`src/rtl/m65c02_pkg.sv`:
```
`default_nettype none
// ============================================================================
//  Module   : m65c02_pkg
//  Brief    : Shared encodings for the M65C02 register-file write scheduler.
//  Revision : 1.0 - initial release
// ============================================================================
package m65c02_pkg;

    // Microprogram Reg_WE field
    localparam logic [2:0] RWE_NONE = 3'b000;
    localparam logic [2:0] RWE_A    = 3'b001;
    localparam logic [2:0] RWE_X    = 3'b010;
    localparam logic [2:0] RWE_Y    = 3'b011;
    localparam logic [2:0] RWE_WSEL = 3'b100;
    localparam logic [2:0] RWE_S    = 3'b101;
    localparam logic [2:0] RWE_P    = 3'b110;

    // Instruction-decoder WSel field
    localparam logic [2:0] WSEL_NONE = 3'b000;
    localparam logic [2:0] WSEL_A    = 3'b001;
    localparam logic [2:0] WSEL_X    = 3'b010;
    localparam logic [2:0] WSEL_Y    = 3'b011;
    localparam logic [2:0] WSEL_S    = 3'b101;
    localparam logic [2:0] WSEL_P    = 3'b110;
    localparam logic [2:0] WSEL_P2   = 3'b111;

    // Debug register indices
    localparam logic [2:0] DBG_A = 3'd0;
    localparam logic [2:0] DBG_X = 3'd1;
    localparam logic [2:0] DBG_Y = 3'd2;
    localparam logic [2:0] DBG_P = 3'd3;
    localparam logic [2:0] DBG_S = 3'd4;

    // Strobe masks, bit order {A, X, Y, P, S}
    localparam logic [4:0] SEL_NONE = 5'b00000;
    localparam logic [4:0] SEL_AP   = 5'b10010;
    localparam logic [4:0] SEL_XP   = 5'b01010;
    localparam logic [4:0] SEL_YP   = 5'b00110;
    localparam logic [4:0] SEL_P    = 5'b00010;
    localparam logic [4:0] SEL_S    = 5'b00001;

    typedef enum logic [1:0] {
        ST_IDLE = 2'd0,
        ST_WAIT = 2'd1,
        ST_HOLD = 2'd2
    } dbgState_t;

    // Debug writes touch only the named register, never an implied P
    function automatic logic [4:0] dbgOneHot(input logic [2:0] sel);
        logic [4:0] m;
        m = SEL_NONE;
        case (sel)
            DBG_A:   m = 5'b10000;
            DBG_X:   m = 5'b01000;
            DBG_Y:   m = 5'b00100;
            DBG_P:   m = 5'b00010;
            DBG_S:   m = 5'b00001;
            default: m = SEL_NONE;
        endcase
        return m;
    endfunction

    function automatic logic dbgLegal(input logic [2:0] sel);
        return (sel <= DBG_S);
    endfunction

endpackage
`default_nettype wire

```
`src/rtl/m65c02_reg_wr_sched_if.sv`:
```
`default_nettype none
// ============================================================================
//  Module   : m65c02_reg_wr_sched_if
//  Brief    : Debug/monitor write-port handshake (4-phase req/ack).
//  Revision : 1.0 - initial release
// ============================================================================
interface m65c02_reg_wr_sched_if;
    logic       Dbg_Req;
    logic [2:0] Dbg_Sel;
    logic [7:0] Dbg_DI;
    logic       Dbg_Ack;
    logic       Dbg_Err;

    modport master (output Dbg_Req, Dbg_Sel, Dbg_DI, input Dbg_Ack, Dbg_Err);
    modport slave  (input Dbg_Req, Dbg_Sel, Dbg_DI, output Dbg_Ack, Dbg_Err);
endinterface
`default_nettype wire

```
`src/rtl/m65c02_wr_decode.sv`:
```
`default_nettype none
// ============================================================================
//  Module   : m65c02_wr_decode
//  Brief    : Combinational Reg_WE/WSel decode to {A,X,Y,P,S} write select.
//  Revision : 1.0 - initial release
// ============================================================================
module m65c02_wr_decode
    import m65c02_pkg::*;
(
    input  wire logic [2:0] Reg_WE,
    input  wire logic [2:0] WSel,
    output logic      [4:0] CpuSel
);

    logic [4:0] w_wselDec;

    always_comb begin
        w_wselDec = SEL_NONE;
        case (WSel)
            WSEL_A:            w_wselDec = SEL_AP;
            WSEL_X:            w_wselDec = SEL_XP;
            WSEL_Y:            w_wselDec = SEL_YP;
            WSEL_S:            w_wselDec = SEL_S;
            WSEL_P, WSEL_P2:   w_wselDec = SEL_P;
            WSEL_NONE:         w_wselDec = SEL_NONE;
            default:           w_wselDec = SEL_NONE;
        endcase
    end

    always_comb begin
        CpuSel = SEL_NONE;
        case (Reg_WE)
            RWE_A:    CpuSel = SEL_AP;
            RWE_X:    CpuSel = SEL_XP;
            RWE_Y:    CpuSel = SEL_YP;
            RWE_WSEL: CpuSel = w_wselDec;
            RWE_S:    CpuSel = SEL_S;
            RWE_P:    CpuSel = SEL_P;
            RWE_NONE: CpuSel = SEL_NONE;
            default:  CpuSel = SEL_NONE;
        endcase
    end

endmodule
`default_nettype wire

```
`src/rtl/m65c02_reg_wr_sched.sv`:
```
`default_nettype none
// ============================================================================
//  Module   : m65c02_reg_wr_sched
//  Brief    : Register-file write-port scheduler sharing CPU and debug writes.
//  Revision : 1.0 - initial release
// ============================================================================
module m65c02_reg_wr_sched
    import m65c02_pkg::*;
#(
    parameter int STARVE_MAX = 8
) (
    input  wire logic       Clk,
    input  wire logic       Rst,
    input  wire logic       Rdy,
    input  wire logic [2:0] Reg_WE,
    input  wire logic [2:0] WSel,
    input  wire logic [7:0] ALU_DO,
    m65c02_reg_wr_sched_if.slave dbg,
    output logic            Stall,
    output logic            WE_A,
    output logic            WE_X,
    output logic            WE_Y,
    output logic            WE_P,
    output logic            WE_S,
    output logic      [7:0] WrData,
    output logic            WrSrc
);

    localparam logic [7:0] c_STARVE_MAX = 8'(STARVE_MAX);

    dbgState_t  r_state, w_stateNxt;
    logic [7:0] r_starve, w_starveNxt;
    logic       r_err, w_errNxt;
    logic [4:0] r_we, w_weNxt;
    logic [7:0] r_wrData, w_wrDataNxt;
    logic       r_wrSrc, w_wrSrcNxt;

    logic [4:0] w_cpuSel;
    logic       w_force;
    logic       w_dbgIssue;

    m65c02_wr_decode u_decode (
        .Reg_WE (Reg_WE),
        .WSel   (WSel),
        .CpuSel (w_cpuSel)
    );

    always_ff @(posedge Clk) begin
        if (Rst) begin
            r_state  <= ST_IDLE;
            r_starve <= 8'd0;
            r_err    <= 1'b0;
            r_we     <= SEL_NONE;
            r_wrData <= 8'd0;
            r_wrSrc  <= 1'b0;
        end else begin
            r_state  <= w_stateNxt;
            r_starve <= w_starveNxt;
            r_err    <= w_errNxt;
            r_we     <= w_weNxt;
            r_wrData <= w_wrDataNxt;
            r_wrSrc  <= w_wrSrcNxt;
        end
    end

    always_comb begin
        w_stateNxt  = r_state;
        w_starveNxt = r_starve;
        w_errNxt    = r_err;
        w_force     = 1'b0;
        w_dbgIssue  = 1'b0;
        case (r_state)
            ST_IDLE: begin
                w_starveNxt = 8'd0;
                if (dbg.Dbg_Req) begin
                    if (dbgLegal(dbg.Dbg_Sel)) begin
                        w_stateNxt = ST_WAIT;
                    end else begin
                        w_stateNxt = ST_HOLD;
                        w_errNxt   = 1'b1;
                    end
                end
            end
            ST_WAIT: begin
                w_force = dbg.Dbg_Req && (r_starve == c_STARVE_MAX);
                if (!dbg.Dbg_Req) begin
                    w_stateNxt  = ST_IDLE;
                    w_starveNxt = 8'd0;
                end else if (w_force || (Rdy && (w_cpuSel == SEL_NONE))) begin
                    w_dbgIssue  = 1'b1;
                    w_stateNxt  = ST_HOLD;
                    w_starveNxt = 8'd0;
                end else if (r_starve != c_STARVE_MAX) begin
                    w_starveNxt = r_starve + 8'd1;
                end
            end
            ST_HOLD: begin
                if (!dbg.Dbg_Req) begin
                    w_stateNxt  = ST_IDLE;
                    w_errNxt    = 1'b0;
                    w_starveNxt = 8'd0;
                end
            end
            default: begin
                w_stateNxt  = ST_IDLE;
                w_starveNxt = 8'd0;
                w_errNxt    = 1'b0;
            end
        endcase
    end

    // A forced debug slot masks the CPU sample, so the two strobes never collide
    always_comb begin
        w_weNxt     = SEL_NONE;
        w_wrDataNxt = 8'd0;
        w_wrSrcNxt  = 1'b0;
        if (w_dbgIssue) begin
            w_weNxt     = dbgOneHot(dbg.Dbg_Sel);
            w_wrDataNxt = dbg.Dbg_DI;
            w_wrSrcNxt  = 1'b1;
        end else if (Rdy && !w_force && (w_cpuSel != SEL_NONE)) begin
            w_weNxt     = w_cpuSel;
            w_wrDataNxt = ALU_DO;
        end
    end

    assign Stall       = w_force;
    assign dbg.Dbg_Ack = (r_state == ST_HOLD);
    assign dbg.Dbg_Err = r_err;
    assign {WE_A, WE_X, WE_Y, WE_P, WE_S} = r_we;
    assign WrData      = r_wrData;
    assign WrSrc       = r_wrSrc;

endmodule
`default_nettype wire

```
`src/flat_wrapper.sv`:
```
// flat-port wrapper written by rule: the top's interface ports become plain ports
module m65c02_reg_wr_sched_flat import m65c02_pkg::*;
#(
    parameter int STARVE_MAX = 8
)
  (Clk, Rst, Rdy, Reg_WE, WSel, ALU_DO, Stall, WE_A, WE_X, WE_Y, WE_P, WE_S, WrData, WrSrc, dbg_Dbg_Req, dbg_Dbg_Sel, dbg_Dbg_DI, dbg_Dbg_Ack, dbg_Dbg_Err);
  m65c02_reg_wr_sched_if dbg_i ();
  input  wire logic Clk;
  input  wire logic Rst;
  input  wire logic Rdy;
  input  wire logic [2:0] Reg_WE;
  input  wire logic [2:0] WSel;
  input  wire logic [7:0] ALU_DO;
  output logic Stall;
  output logic WE_A;
  output logic WE_X;
  output logic WE_Y;
  output logic WE_P;
  output logic WE_S;
  output logic      [7:0] WrData;
  output logic WrSrc;
  input wire logic [$bits(dbg_i.Dbg_Req)-1:0] dbg_Dbg_Req;
  input wire logic [$bits(dbg_i.Dbg_Sel)-1:0] dbg_Dbg_Sel;
  input wire logic [$bits(dbg_i.Dbg_DI)-1:0] dbg_Dbg_DI;
  output wire logic [$bits(dbg_i.Dbg_Ack)-1:0] dbg_Dbg_Ack;
  output wire logic [$bits(dbg_i.Dbg_Err)-1:0] dbg_Dbg_Err;
  assign dbg_i.Dbg_Req = dbg_Dbg_Req;
  assign dbg_i.Dbg_Sel = dbg_Dbg_Sel;
  assign dbg_i.Dbg_DI = dbg_Dbg_DI;
  assign dbg_Dbg_Ack = dbg_i.Dbg_Ack;
  assign dbg_Dbg_Err = dbg_i.Dbg_Err;
  m65c02_reg_wr_sched #(.STARVE_MAX(STARVE_MAX)) u_core (.Clk(Clk), .Rst(Rst), .Rdy(Rdy), .Reg_WE(Reg_WE), .WSel(WSel), .ALU_DO(ALU_DO), .dbg(dbg_i), .Stall(Stall), .WE_A(WE_A), .WE_X(WE_X), .WE_Y(WE_Y), .WE_P(WE_P), .WE_S(WE_S), .WrData(WrData), .WrSrc(WrSrc));
endmodule
```
`config.mk`:
```
export PLATFORM = sky130hd
export DESIGN_NAME = m65c02_reg_wr_sched_flat
export DESIGN_NICKNAME = d
export VERILOG_FILES = /design/src/rtl/m65c02_pkg.sv /design/src/rtl/m65c02_reg_wr_sched_if.sv /design/src/rtl/m65c02_wr_decode.sv /design/src/rtl/m65c02_reg_wr_sched.sv /design/src/flat_wrapper.sv
export SDC_FILE = /design/constraint.sdc
export NUM_CORES = 1
export LEC_CHECK = 0
export ABC_AREA = 0
export CAP_MARGIN = 30
export CORE_UTILIZATION = 43
export DETAILED_ROUTE_END_ITERATION = 6
export PLACE_DENSITY = 0.77
export SKIP_CTS_REPAIR_TIMING = 1
export SLEW_MARGIN = 20
export SYNTH_ARGS = -nofsm -noshare
export SYNTH_HDL_FRONTEND = slang
export SYNTH_SLANG_ARGS = --single-unit
```
`constraint.sdc`:
```
create_clock -name Clk -period 2 [get_ports Clk]
set_input_delay 0.2 -clock Clk [delete_from_list [all_inputs] [get_ports Clk]]
set_output_delay 0.2 -clock Clk [all_outputs]
set_load 0.1 [all_outputs]
```
Word level (Yosys, flattened, before mapping). Cells that the tools add are included.

Logic and storage cells: 75. Bits in registers: 25. Output and inout bits: 17. Input port bits: 29.

Mux-type cells: 27. $lt $le $gt $ge: 1. Reductions and logical operators: 14. Equal/unequal tests: 25. $add $sub $neg: 1. Bitwise gates (word level): 1.

Operators with widths (count): $pmux W5 S5 (2); $mux W8 (6); $pmux W5 S6 (1); $eq A3 B3 Y1 const B (7); $eq A3 B2 Y1 const B (6); $pmux W8 S2 (1); $mux W2 (5); $mux W5 (2); $eq A3 B1 Y1 const B (3); $add A8 B1 Y8 const B (1); $eq A8 B4 Y1 const B (1); $mux W1 (8); $ne A8 B4 Y1 const B (1); $ne A2 B2 Y1 const B (3); $pmux W2 S3 (1); $logic_not A5 Y1 (1); $reduce_bool A5 Y1 (1); $logic_and A1 B1 Y1 (4); $ne A4 B2 Y1 const B (1); $reduce_and A4 Y1 (1); $le A3 B3 Y1 const B (1); $logic_not A3 Y1 (1); $ne A3 B2 Y1 const B (1); $pmux W1 S3 (1); other kinds (9) (9).

Longest topological paths before layout.
Word-level depth: 11. Mapped depth: 7. Mapped depth without buffers: 7.

Modules after synthesis. A second synthesis with hierarchy kept.

Cell total of the unflattened synthesis: 131. Area, all modules: 1233.7 um^2.

By module, submodules not included: m65c02_reg_wr_sched (cells each 114, area an instance 1131.1 um^2, seq. area each 500.5 um^2, times used 1); m65c02_wr_decode (cells each 17, area an instance 102.6 um^2, seq. area each 0.0 um^2, times used 1).

Worst setup path before layout. No wires, ideal clock.

Path type: register to register. From: register u_core.r_starve[2]. To: register u_core.r_we[3]. Period minus slack after synthesis: 2.717 ns. Buffers on the path: 0. Slack: -0.717 ns. Setup time: 0.116 ns. Data required time: 1.884 ns. Stages on the path, launching flop included: 6. Data arrival time: 2.600 ns. Cell sequence: dfxtp_1 > or4b_4 > nor4_4 > nor3_2 > nor3b_1 > a41o_1.

Cells in the longest elaborated chain, start to end: 8. Elaborated cells between the ends (all ways): 12. Classes of those cells: eq/ne (1); mux (6); reduce/logical (5).

Ends and longest elaborated chain: start: declaration (RTL line m65c02_reg_wr_sched.sv:32) `logic [7:0] r_starve, w_starveNxt;`; start signal: assignment (RTL line m65c02_reg_wr_sched.sv:58) `r_starve <= w_starveNxt;`; $eq A8 B4 Y1 (RTL line m65c02_reg_wr_sched.sv:85) `w_force = dbg.Dbg_Req && (r_starve == c_STARVE_MAX);`; $logic_and A1 B1 Y1 (RTL line m65c02_reg_wr_sched.sv:85); $mux W1 (RTL line m65c02_reg_wr_sched.sv:72) `case (r_state)`; net Stall (RTL line flat_wrapper.sv:14) `output logic Stall;`; $logic_not A1 Y1 (RTL line m65c02_reg_wr_sched.sv:121) `end else if (Rdy && !w_force && (w_cpuSel != SEL_NONE)) begin`; $logic_and A1 B1 Y1 (2 in series) (RTL line m65c02_reg_wr_sched.sv:121); $mux W5 (RTL line m65c02_reg_wr_sched.sv:121); $mux W5 (RTL line m65c02_reg_wr_sched.sv:117) `if (w_dbgIssue) begin`; end signal: assignment (RTL line m65c02_reg_wr_sched.sv:60) `r_we <= w_weNxt;`; end: declaration (RTL line m65c02_reg_wr_sched.sv:34) `logic [4:0] r_we, w_weNxt;`.

The timed path passes the listed nets, and every way through them passes these cells. A chain may end at the register's enable or synchronous reset.

Worst setup path after layout.
From: register u_core.r_starve[7]. To: output Stall.

Cells in the longest elaborated chain, start to end: 3.

Ends and longest elaborated chain (RTL line): $eq A8 B4 Y1 (m65c02_reg_wr_sched.sv:85); $logic_and A1 B1 Y1 (m65c02_reg_wr_sched.sv:85); $mux W1 (m65c02_reg_wr_sched.sv:72); end: declaration (flat_wrapper.sv:14).

No other way between the ends.

==> flow_metrics.py <==
metrics = {
    "route": {
        "first_pass_iters": 4,
        "via_count": 1170,
        "wire_per_inst_microns": 12.6,
        "antenna_left": 0,
        "viasPerCell": 5.32,
        "wl_microns": 2780,
        "drc": 0,
        "drt_iter0_drc": 23,
    },
    "sta": {
        "slew_headroom": 0.650,
        "fin_crit_sh": 0.988,
        "worst_pin_slew_ns": 0.516,
        "rsz0062_at_grt": "true",
        "whs_ns": 0.469,
        "slew_viol_final": 0,
        "hold_viol": 0,
        "setup_viol": 0,
        "period_needed_ns": 1.98,
        "fmax_mhz": 506,
        "clock_skew_ns": 0.00947,
    },
    "global_routing": {
        "antenna_found_initial": 0,
        "grt_use_total": 0.194,
        "grt_pass1_vias": 1037,
        "gr-total-overflow": 0,
        "grt_pass1_wl_microns": 4310,
        "grt_max_degree": 16,
    },
    "placement": {
        "dpl.hpwl_microns": 2270,
        "dpl.cell_count": 215,
        "port_buffers": 45,
        "place.gp.congestion": 0.849,
        "place_area_sq_um": 1750,
    },
    "synth": {
        "yosysUniqueCellTypes": 41,
        "synth.yosys.seq_area_share": 0.416,
        "synth_cells": 132,
        "syn_nets": 163,
        "ys_ff_latch": 25,
        "ys_warn_count": 0,
        "syn_avg_cell_area_sq_um": 9.11,
        "syn_area_sq_um": 1200,
    },
    "floorplanning": {
        "ios": 46,
        "core.rowCount": 18,
        "die_y_microns": 54.9,
        "core-area_sq_um": 2570,
        "die_area_sq_um": 3010,
        "die_w_microns": 54.9,
        "initial_core_util": 0.468,
    },
    "finish": {
        "final_area_sq_um": 1790,
        "fillers": 213,
        "fin_util": 0.696,
        "area_growth_pct": 48.6,
        "n_antenna_cell": 0,
        "final_layout_size_suffix_gt1_frac": 0.247,
        "multi_input_area_sq_um": 652,
        "seq_area_sq_um": 503,
        "instances_no_fill": 220,
        "nets": 222,
    },
    "cts": {
        "clk_pin_slew_ns": 0.14,
        "clock_path_buffers": 2,
        "root_buffer": "clkbuf_4",
        "htree_num_levels": 1,
        "cts_tree": "built",
        "cts_sinks": 25,
        "cts-buffers-inserted": 3,
        "clk-insertion-delay-late_ns": 0.31,
    },
    "min_path": {
        "holdPathStages": 2,
        "hold_class": "input pin to flip-flop",
        "hold_start": "dbg_Dbg_DI[2]",
        "whs_endpoint": "u_core.WrData[2]",
    },
    "setup_path": {
        "worstReg2RegStart": "u_core.r_starve[0]",
        "r2r-end": "u_core.r_starve[0]",
        "required_ns": 1.80,
        "criticalPathCategory": "flip-flop to output port",
        "ff2ff_path_depth": 7,
        "cp.arrival_ns": 1.78,
        "rrSetupSlack_ns": 0.16,
        "cp-start-kind": "flip-flop",
        "crit_path_end_kind": "output port",
        "crit_path_max_fanout": 2,
    },
    "flow_run": {
        "maxCapViolCount": 0,
    },
    "power_and_ir_drop": {
        "p_leak_nw": 0.692,
        "powerDensity_nw_per_um2": 563,
        "max-vdd-ir-drop_v": 0.000578,
    },
    "run_status": {
        "status": "finished clean",
    },
}
[final cells by class]
type                            instances  area share
Sequential cell                        25       0.282
Timing Repair Buffer                   57       0.293
Inverter                               11      0.0231
Clock buffer                            3      0.0126
Clock inverter                          1     0.00420
Tap cell                               30      0.0210
Multi-Input combinational cell         93       0.365
[Yosys cell counts (all sizes together)]
| library cell | count | area, sq um |
|---|---|---|
| nor3b | 2 | 15.0 |
| o41ai | 2 | 17.5 |
| mux2 | 1 | 11.3 |
| o21ai | 4 | 23.8 |
| nand3b | 3 | 22.5 |
| nor4 | 3 | 33.8 |
| or3b | 1 | 8.76 |
| nor3 | 3 | 20.0 |
| o31ai | 1 | 7.51 |
| or3 | 3 | 18.8 |
| dfxtp | 25 | 500 |
| o22a | 1 | 8.76 |
| o311ai | 1 | 8.76 |
| xnor2 | 3 | 26.3 |
| nor2 | 14 | 67.6 |
| or4 | 1 | 7.51 |
| a21oi | 9 | 45.0 |
| nand4bb | 1 | 16.3 |
| nand2 | 6 | 22.5 |
| or2b | 1 | 7.51 |
| a31oi | 1 | 6.26 |
| a41o | 1 | 10.0 |
| a21o | 2 | 15.0 |
| nor2b | 4 | 25.0 |
| ha | 2 | 25.0 |
| o21ba | 1 | 10.0 |
| xor2 | 2 | 17.5 |
| or2 | 1 | 6.26 |
| clkbuf | 3 | 11.3 |
| o211ai | 1 | 7.51 |
| o21a | 1 | 7.51 |
| or4b | 1 | 13.8 |
| nand3 | 3 | 15.0 |
| nand4 | 3 | 18.8 |
| a22o | 8 | 70.1 |
| inv | 11 | 41.3 |
| nand2b | 2 | 12.5 |
[worst max path at each step]
stage                       startpoint  depth (start not counted)             end  slack, ns
finish              u_core.r_starve[7]                          4           Stall       0.02
global route        u_core.r_starve[7]                          4           Stall      -0.04
CTS                 u_core.r_starve[7]                          4           Stall      0.001
detailed placement                 Rdy                          6  u_core.r_we[2]      -0.01
global placement                   Rdy                          6  u_core.r_we[2]       0.06
floorplan           u_core.r_starve[7]                          5  u_core.r_we[3]      -0.71
[metrics by stage]
| stage | worst slack (ns) | setup TNS [ns] | total power, mW |
|---|---|---|---|
| 4_1_cts | 0.000954 | 0 | 1.01 |
| 5_1_grt | -0.0440 | -0.0440 | 1.05 |
| 3_3_place_gp | 0.0569 | 0 | 0.789 |
| 6_report | 0.0240 | 0 | 1.01 |
| 2_1_floorplan | -0.709 | -7.27 | 0.680 |
| 3_5_place_dp | -0.0119 | -0.0119 | 0.792 |
[power breakdown]
| group | leakage (nW) | switching (mW) | internal, mW |
|---|---|---|---|
| registers | 0.204 | 0.00883 | 0.512 |
| logic | 0.474 | 0.155 | 0.105 |
| clock network | 0.0139 | 0.148 | 0.0761 |
[logic make-up (layout without fill, tap and decap cells)]
kind of cell,after synthesis,in the layout,synth area share
and+or+nand+nor,52,52,0.276
AOI/OAI and AO/OA,33,33,0.198
DFF,25,25,0.416
buffers and inverters,14,72,0.0437
xor gates and xnor gates,5,5,0.0364
adders and majority gates,2,2,0.0208
muxes,1,1,0.00936
[per-layer routing]
metal	global-route usage	up-vias	part of all wire
met5	0	-	0
met1	0.248	538	0.44
met2	0.343	38	0.48
met3	0.0417	0	0.080
met4	0.0128	0	0
li1	-	594	-
[registers in the layout, summed over array words and instances (netlist names)]
signal and count:
u_core.WrSrc 1, u_core.r_we 5, u_core.r_state 2, u_core.WrData 8, u_core.r_starve 8, u_core.dbg.Dbg_Err 1
[critical path: stages, from the launching register on]
cell and delay, ns:
dfxtp_2 0.36, or4b_4 0.57, nor4_4 0.19, buf_4 0.18, buf_12 0.16
[cell usage in the layout (no fill, tap or decap), drive strengths merged, types with 2 or more instances in the layout]
| cell type | instances |
|---|---|
| clkbuf | 3 |
| nand2b | 2 |
| o21ai | 4 |
| ha | 2 |
| inv | 11 |
| nand3b | 3 |
| nand3 | 3 |
| or3 | 3 |
| nor3b | 2 |
| nand2 | 6 |
| a22o | 8 |
| nor2b | 4 |
| nor2 | 14 |
| xor2 | 2 |
| buf | 29 |
| a21oi | 9 |
| xnor2 | 3 |
| nor4 | 3 |
| clkdlybuf4s50 | 28 |
| nor3 | 3 |
| a21o | 2 |
| dfxtp | 25 |
| o41ai | 2 |
| nand4 | 3 |
(Power assumes the default switching activity.)
